<file path="config.mk">
export PLATFORM = sky130hd
export DESIGN_NAME = fpu_issue_sched
export DESIGN_NICKNAME = d
export VERILOG_FILES = /design/src/rtl/fpu_issue_sched.sv
export SDC_FILE = /design/constraint.sdc
export NUM_CORES = 1
export LEC_CHECK = 0
export BUFFER_PORTS_ARGS = -buffer_cell sky130_fd_sc_hd__buf_2
export CELL_PAD_IN_SITES_DETAIL_PLACEMENT = 1
export CELL_PAD_IN_SITES_GLOBAL_PLACEMENT = 1
export CORE_MARGIN = 1
export CORE_UTILIZATION = 37
export DETAILED_ROUTE_END_ITERATION = 7
export PLACE_DENSITY_LB_ADDON = 0.05
export SLEW_MARGIN = 40
export SYNTH_ARGS = -nofsm -noshare
export SYNTH_HDL_FRONTEND = slang
export SYNTH_SLANG_ARGS = --single-unit
export TNS_END_PERCENT = 5
</file>
<file path="constraint.sdc">
create_clock -name clk -period 1.85 [get_ports clk]
set_input_delay 0.37 -clock clk [delete_from_list [all_inputs] [get_ports clk]]
set_output_delay 0.37 -clock clk [all_outputs]
set_load 0.01 [all_outputs]
</file>
<file path="src/rtl/fpu_issue_sched.sv">
// Issue scheduler for FPU lanes u1/u3/u5: per-lane writeback-slot reservation for pipelined ops
// plus round-robin arbitration of one shared non-pipelined divide/sqrt unit.
module fpu_issue_sched #(
    parameter int unsigned LAT_MAX = 8,
    parameter int unsigned DIV_LAT = 20
) (
    input  logic       clk,
    input  logic       rst,
    input  logic [2:0] req_en,
    input  logic [2:0] req_div,
    input  logic [8:0] req_lat,
    input  logic       flush,
    output logic [2:0] grant,
    output logic [2:0] lat_err,
    output logic       div_busy,
    output logic [1:0] div_owner,
    output logic [2:0] div_done,
    output logic [2:0] wb_now
);

    localparam int unsigned CntW = $clog2(DIV_LAT + 1);

    logic [LAT_MAX-1:0] resv_q [3];
    logic [LAT_MAX-1:0] resv_d [3];
    logic               div_busy_q, div_busy_d;
    logic [CntW-1:0]    div_cnt_q, div_cnt_d;
    logic [1:0]         div_owner_q, div_owner_d;
    logic [1:0]         rr_ptr_q, rr_ptr_d;

    logic [2:0] pipe_gnt;
    logic [2:0] lat_zero;
    logic [2:0] div_gnt;
    logic [2:0] done;
    logic [2:0] div_cand;
    logic [1:0] ord [3];
    logic [1:0] div_pick;
    logic       div_pick_vld;

    // Pipelined grants: the target slot must be free in the lane's reservation window and must
    // not collide with the divider writeback already booked for the owner lane.
    always_comb begin
        logic [2:0]         lat_i;
        logic [LAT_MAX-1:0] slot;
        logic               lat_ok;
        logic               blk;
        lat_i    = '0;
        slot     = '0;
        lat_ok   = 1'b0;
        blk      = 1'b0;
        pipe_gnt = '0;
        lat_zero = '0;
        for (int i = 0; i < 3; i++) begin
            lat_i  = req_lat[3*i +: 3];
            slot   = LAT_MAX'(1) << lat_i;
            lat_ok = (lat_i != 3'd0) && (32'(lat_i) < LAT_MAX);
            blk    = div_busy_q && (div_owner_q == 2'(i)) && (div_cnt_q == CntW'(lat_i));
            if (req_en[i] && !req_div[i]) begin
                if (lat_i == 3'd0) begin
                    lat_zero[i] = 1'b1;
                end else if (lat_ok && !(|(resv_q[i] & slot)) && !blk) begin
                    pipe_gnt[i] = 1'b1;
                end
            end
            resv_d[i] = (resv_q[i] >> 1)
                      | (pipe_gnt[i] ? (LAT_MAX'(1) << (lat_i - 3'd1)) : '0);
        end
    end

    // Round-robin search order starting at rr_ptr.
    always_comb begin
        ord[0] = 2'd0;
        ord[1] = 2'd1;
        ord[2] = 2'd2;
        unique case (rr_ptr_q)
            2'd1: begin
                ord[0] = 2'd1;
                ord[1] = 2'd2;
                ord[2] = 2'd0;
            end
            2'd2: begin
                ord[0] = 2'd2;
                ord[1] = 2'd0;
                ord[2] = 2'd1;
            end
            default: begin
                ord[0] = 2'd0;
                ord[1] = 2'd1;
                ord[2] = 2'd2;
            end
        endcase
    end

    always_comb begin
        div_cand     = req_en & req_div;
        div_pick     = 2'd0;
        div_pick_vld = 1'b0;
        // Walk lowest priority first so the highest-priority candidate wins last.
        for (int k = 2; k >= 0; k--) begin
            if (div_cand[ord[k]]) begin
                div_pick     = ord[k];
                div_pick_vld = 1'b1;
            end
        end
        div_gnt = '0;
        if (!div_busy_q && !flush && div_pick_vld) begin
            div_gnt[div_pick] = 1'b1;
        end
        done = '0;
        if (div_busy_q && (div_cnt_q == '0) && !flush) begin
            done[div_owner_q] = 1'b1;
        end
    end

    always_comb begin
        div_busy_d  = div_busy_q;
        div_cnt_d   = div_cnt_q;
        div_owner_d = div_owner_q;
        rr_ptr_d    = rr_ptr_q;
        if (flush) begin
            div_busy_d  = 1'b0;
            div_cnt_d   = '0;
            div_owner_d = 2'd0;
        end else if (div_busy_q) begin
            if (div_cnt_q == '0) begin
                div_busy_d  = 1'b0;
                div_owner_d = 2'd0;
            end else begin
                div_cnt_d = div_cnt_q - CntW'(1);
            end
        end else if (div_gnt != 3'b000) begin
            div_busy_d  = 1'b1;
            div_owner_d = div_pick;
            div_cnt_d   = CntW'(DIV_LAT);
            rr_ptr_d    = (div_pick == 2'd2) ? 2'd0 : div_pick + 2'd1;
        end
    end

    always_ff @(posedge clk or negedge rst) begin
        if (!rst) begin
            for (int i = 0; i < 3; i++) begin
                resv_q[i] <= '0;
            end
            div_busy_q  <= 1'b0;
            div_cnt_q   <= '0;
            div_owner_q <= 2'd0;
            rr_ptr_q    <= 2'd0;
        end else begin
            for (int i = 0; i < 3; i++) begin
                resv_q[i] <= resv_d[i];
            end
            div_busy_q  <= div_busy_d;
            div_cnt_q   <= div_cnt_d;
            div_owner_q <= div_owner_d;
            rr_ptr_q    <= rr_ptr_d;
        end
    end

    // Grants are combinational from the request, so they are forced low while reset is held.
    assign grant     = (pipe_gnt | div_gnt) & {3{rst}};
    assign lat_err   = lat_zero & {3{rst}};
    assign div_busy  = div_busy_q;
    assign div_owner = div_owner_q;
    assign div_done  = done;
    assign wb_now    = {resv_q[2][0], resv_q[1][0], resv_q[0][0]} | done;

endmodule

</file>
==> impl_metrics.toml <==
[synth]
syn_area_per_cell_um2 = 9.69
yosysUniqueCellTypes = 60
ys_seq_area_share_pct = 40.5
synth_ff_type = "dfrtp_1"
async_flop_share_pct = 100
yosysWarnings = 0
synth_cells = 217
synth-edff-count = 0
ys_seq_elements = 34
syn-cell-area_um2 = 2100

[detailed_routing]
drt-vias-per-instance = 5.29
drtIter0Drc = 46
wl_met3_um = 197
met2WireLength_um = 3450
num_vias = 1958
drtAntennaViolNets = 0
avgRoutedWirePerCell_um = 17.6
drc_errors = 0
top_layer = "met4"
wl_met1_um = 2760
wirelength_um = 6510
dr.pass1.iters = 4

[clocking]
holdBufCountCts = 0
cts.sinks = 34
cts_made_buffers = 5
clk_latency_ns = 0.28
htreeDepth = 2
tritoncts = "done"
cts.clk_slew.worst_paths_ns = 0.08
cts_root_buf = "clkbuf_8"
clock_path_buffers = 2

[final_layout]
antenna_cells = 0
utilization_pct = 52.2
drive_above_1_share_pct = 42.3
nNetsFinal = 318
synthToLayoutAreaGrowth_pct = 36.7

[setup_path]
reg2reg_depth = 9
crit_path_start = "rr_ptr_q[0]"
crit_arrival_ns = 2.04
cp-end-kind = "output pin"
r2r_end = "div_cnt_q[0]"
crit_type = "register to output pin"
cp_num_buf_inv = 2
rrSetupSlack_ns = 0
critPathSlowestCell = "dfrtp_1"
cp-endpoint = "grant[1]"
worst-path-max-fanout = 6
start_kind = "register"
crit_cells = 8
path_cells = "inv_2 -> ha_4 -> nor3_2 -> o21ai_1 -> nand4_1 -> and4bb_2 -> o21a_1 -> buf_2"
critical_path.top_delay_family = "simple AND/OR/NAND/NOR gates"
max_stage_delay_ns = 0.39
r2r_start = "rr_ptr_q[0]"
worstPathRequired_ns = 1.48

[pwr]
power_mw = 3.21
ir_drop_mv = 0.756
leakagePower_nw = 1.42
p_per_area_nw_per_um2 = 1120

[timing]
drv_slew = 0
finalCritPeriodShare_pct = 130
fmax_ghz = 0.415
final-hold-violation-count = 0
fin_ws_ns = -0.562
period_needed_ns = 2.41
fin_skew_ns = 0.00852
rsz0062_at_grt = "yes"
setup_viol = 10

[global_route]
groute.usage.overall_pct = 22.7
grt_max_degree = 27
antenna_found_initial = 0
grt-ovfl-total = 0
grt_pass1_vias = 2154
grt_pass1_wl_um = 10700

[floorplanning]
num_io_pins = 33
core.rowCount = 27
die-area_um2 = 5990
die_h_um = 77.4
core_um2 = 5510
initial_utilization_pct = 38.2
die_x_um = 77.4

[placement]
preCtsSetupSlack_ns = -0.420
io_buffers = 32
dpl.hpwl_um = 4970
gp_congestion = 0.856

[run_status]
status = "finished, violations left"
violations = "negative setup slack"

[worst_hold_path]
min_path_type = "input pin to asynchronous set/reset pin"

[flow_run]
maxCapViolations = 0
==> registers in the layout, indices dropped and copies added, names as in the netlist <==
signal     cells
div_owner      2
rr_ptr_q       2
resv_q        24
div_cnt_q      5
div_busy       1
==> layer usage <==
metal	vias to the layer above	GRT usage (%)
met3	13	3.76
met1	976	28.4
met4	0	5.66
li1	928	-
met5	-	0
met2	41	40.4
==> worst min-delay path by stage <==
stage | end | cells after the start | slack (ns)
finish | div_cnt_q[2] | 2 | 0.08
global route | div_cnt_q[2] | 2 | 0.08
CTS | div_cnt_q[2] | 2 | 0.08
detailed placement | div_cnt_q[2] | 2 | 0.38
global placement | div_cnt_q[2] | 2 | 0.39
floorplan | div_busy | 0 | 0.07
==> what timing repair did <==
item / 4_1_cts / 5_1_grt
endpoints found under the setup margin: 16 / 17
gates resized for setup: 11 / 10
pin swaps: 6 / 8
buffers inserted: 0 / 2
==> synthesized netlist by cell type (all sizes together), types with 2 or more instances <==
library cell / instances / area share, %
clkbuf: 4 / 1.2
a21o: 6 / 2.2
o21ai: 5 / 1.2
xor2: 6 / 2.5
o21a: 3 / 1.1
nand2b: 7 / 2.2
a22o: 2 / 0.95
ha: 3 / 1.8
nand3: 2 / 0.48
nand2: 13 / 2.7
and2: 2 / 0.60
nor3: 8 / 2.7
nor4b: 2 / 0.83
a21oi: 5 / 1.2
nor2: 12 / 2.1
or2: 4 / 1.2
nand4b: 2 / 0.83
nand4: 4 / 1.2
a31oi: 4 / 1.5
inv: 17 / 3.0
xnor2: 4 / 1.7
o21bai: 6 / 2.1
dfrtp: 34 / 40
buf: 12 / 4.1
and3: 3 / 0.89
a31o: 5 / 2.1
nor2b: 6 / 1.8
o31ai: 3 / 1.1
a41o: 7 / 3.3
mux2i: 5 / 2.4
o211ai: 3 / 1.1
==> kinds of logic after synthesis <==
kind of cell / synth area share (%)
AO/OA/AOI/OAI: 22.2
XOR/XNOR: 4.17
adder cells (fa/ha/maj): 1.79
buffers and inverters: 8.39
flip-flops: 40.5
multiplexers: 2.38
other: 0.178
AND/OR/NAND/NOR: 20.4
==> layout make-up <==
class / count / area, um2
sequential: 34 / 851
inverter: 17 / 63.8
clock buffer: 8 / 110
tap: 72 / 90.1
multi-input combinational: 152 / 1170
timing repair buffer: 87 / 589
fill: 659 / 2630
==> per-stage QoR <==
| step | instances | instance area [um2] | setup TNS (ns) | hold WS (ns) |
|---|---|---|---|---|
| global placement | 360 | 2670 | -1.83 | 0.386 |
| detailed placement | 360 | 2670 | -2.87 | 0.384 |
| global route | 370 | 2870 | -5.00 | 0.0781 |
| floorplan | 219 | 2120 | -0.793 | 0.0744 |
| finish | 370 | 2870 | -3.79 | 0.0757 |
| CTS | 368 | 2810 | -3.96 | 0.0757 |
==> cells in the final DEF, fill, tap and decap left out, types with 2 or more instances in the layout <==
cell	synthesis	routed
nor3_4	1	2
nand4b_1	2	2
xor2_1	6	6
or2_1	3	3
o31ai_1	3	2
a21o_1	5	5
inv_1	17	16
nor4b_1	2	2
o21ai_0	5	2
ha_4	0	2
o21bai_1	6	6
nand2b_1	6	6
nor2_1	12	10
nand2_1	12	12
and3_1	3	2
a31oi_1	3	3
buf_4	3	53
buf_2	6	32
a22o_2	2	2
o21a_1	3	3
nand4_1	4	4
o211ai_1	3	3
a21oi_1	5	4
and2_1	2	2
clkbuf_8	1	8
nor3_1	6	5
xnor2_1	4	4
a41o_1	7	7
a31o_2	5	5
conb_1	1	3
dfrtp_1	34	34
mux2i_1	5	5
o21ai_2	0	2
nor2b_1	6	6
==> where the power goes <==
part / switching (mW) / internal [mW] / leakage (nW) / total, mW
clock network: 0.276 / 0.376 / 0.0575 / 0.653
logic: 0.800 / 0.790 / 0.958 / 1.59
registers: 0.102 / 0.862 / 0.407 / 0.963
total: 1.18 / 2.03 / 1.42 / 3.21
Note: power is estimated with default switching activity, not from simulation.
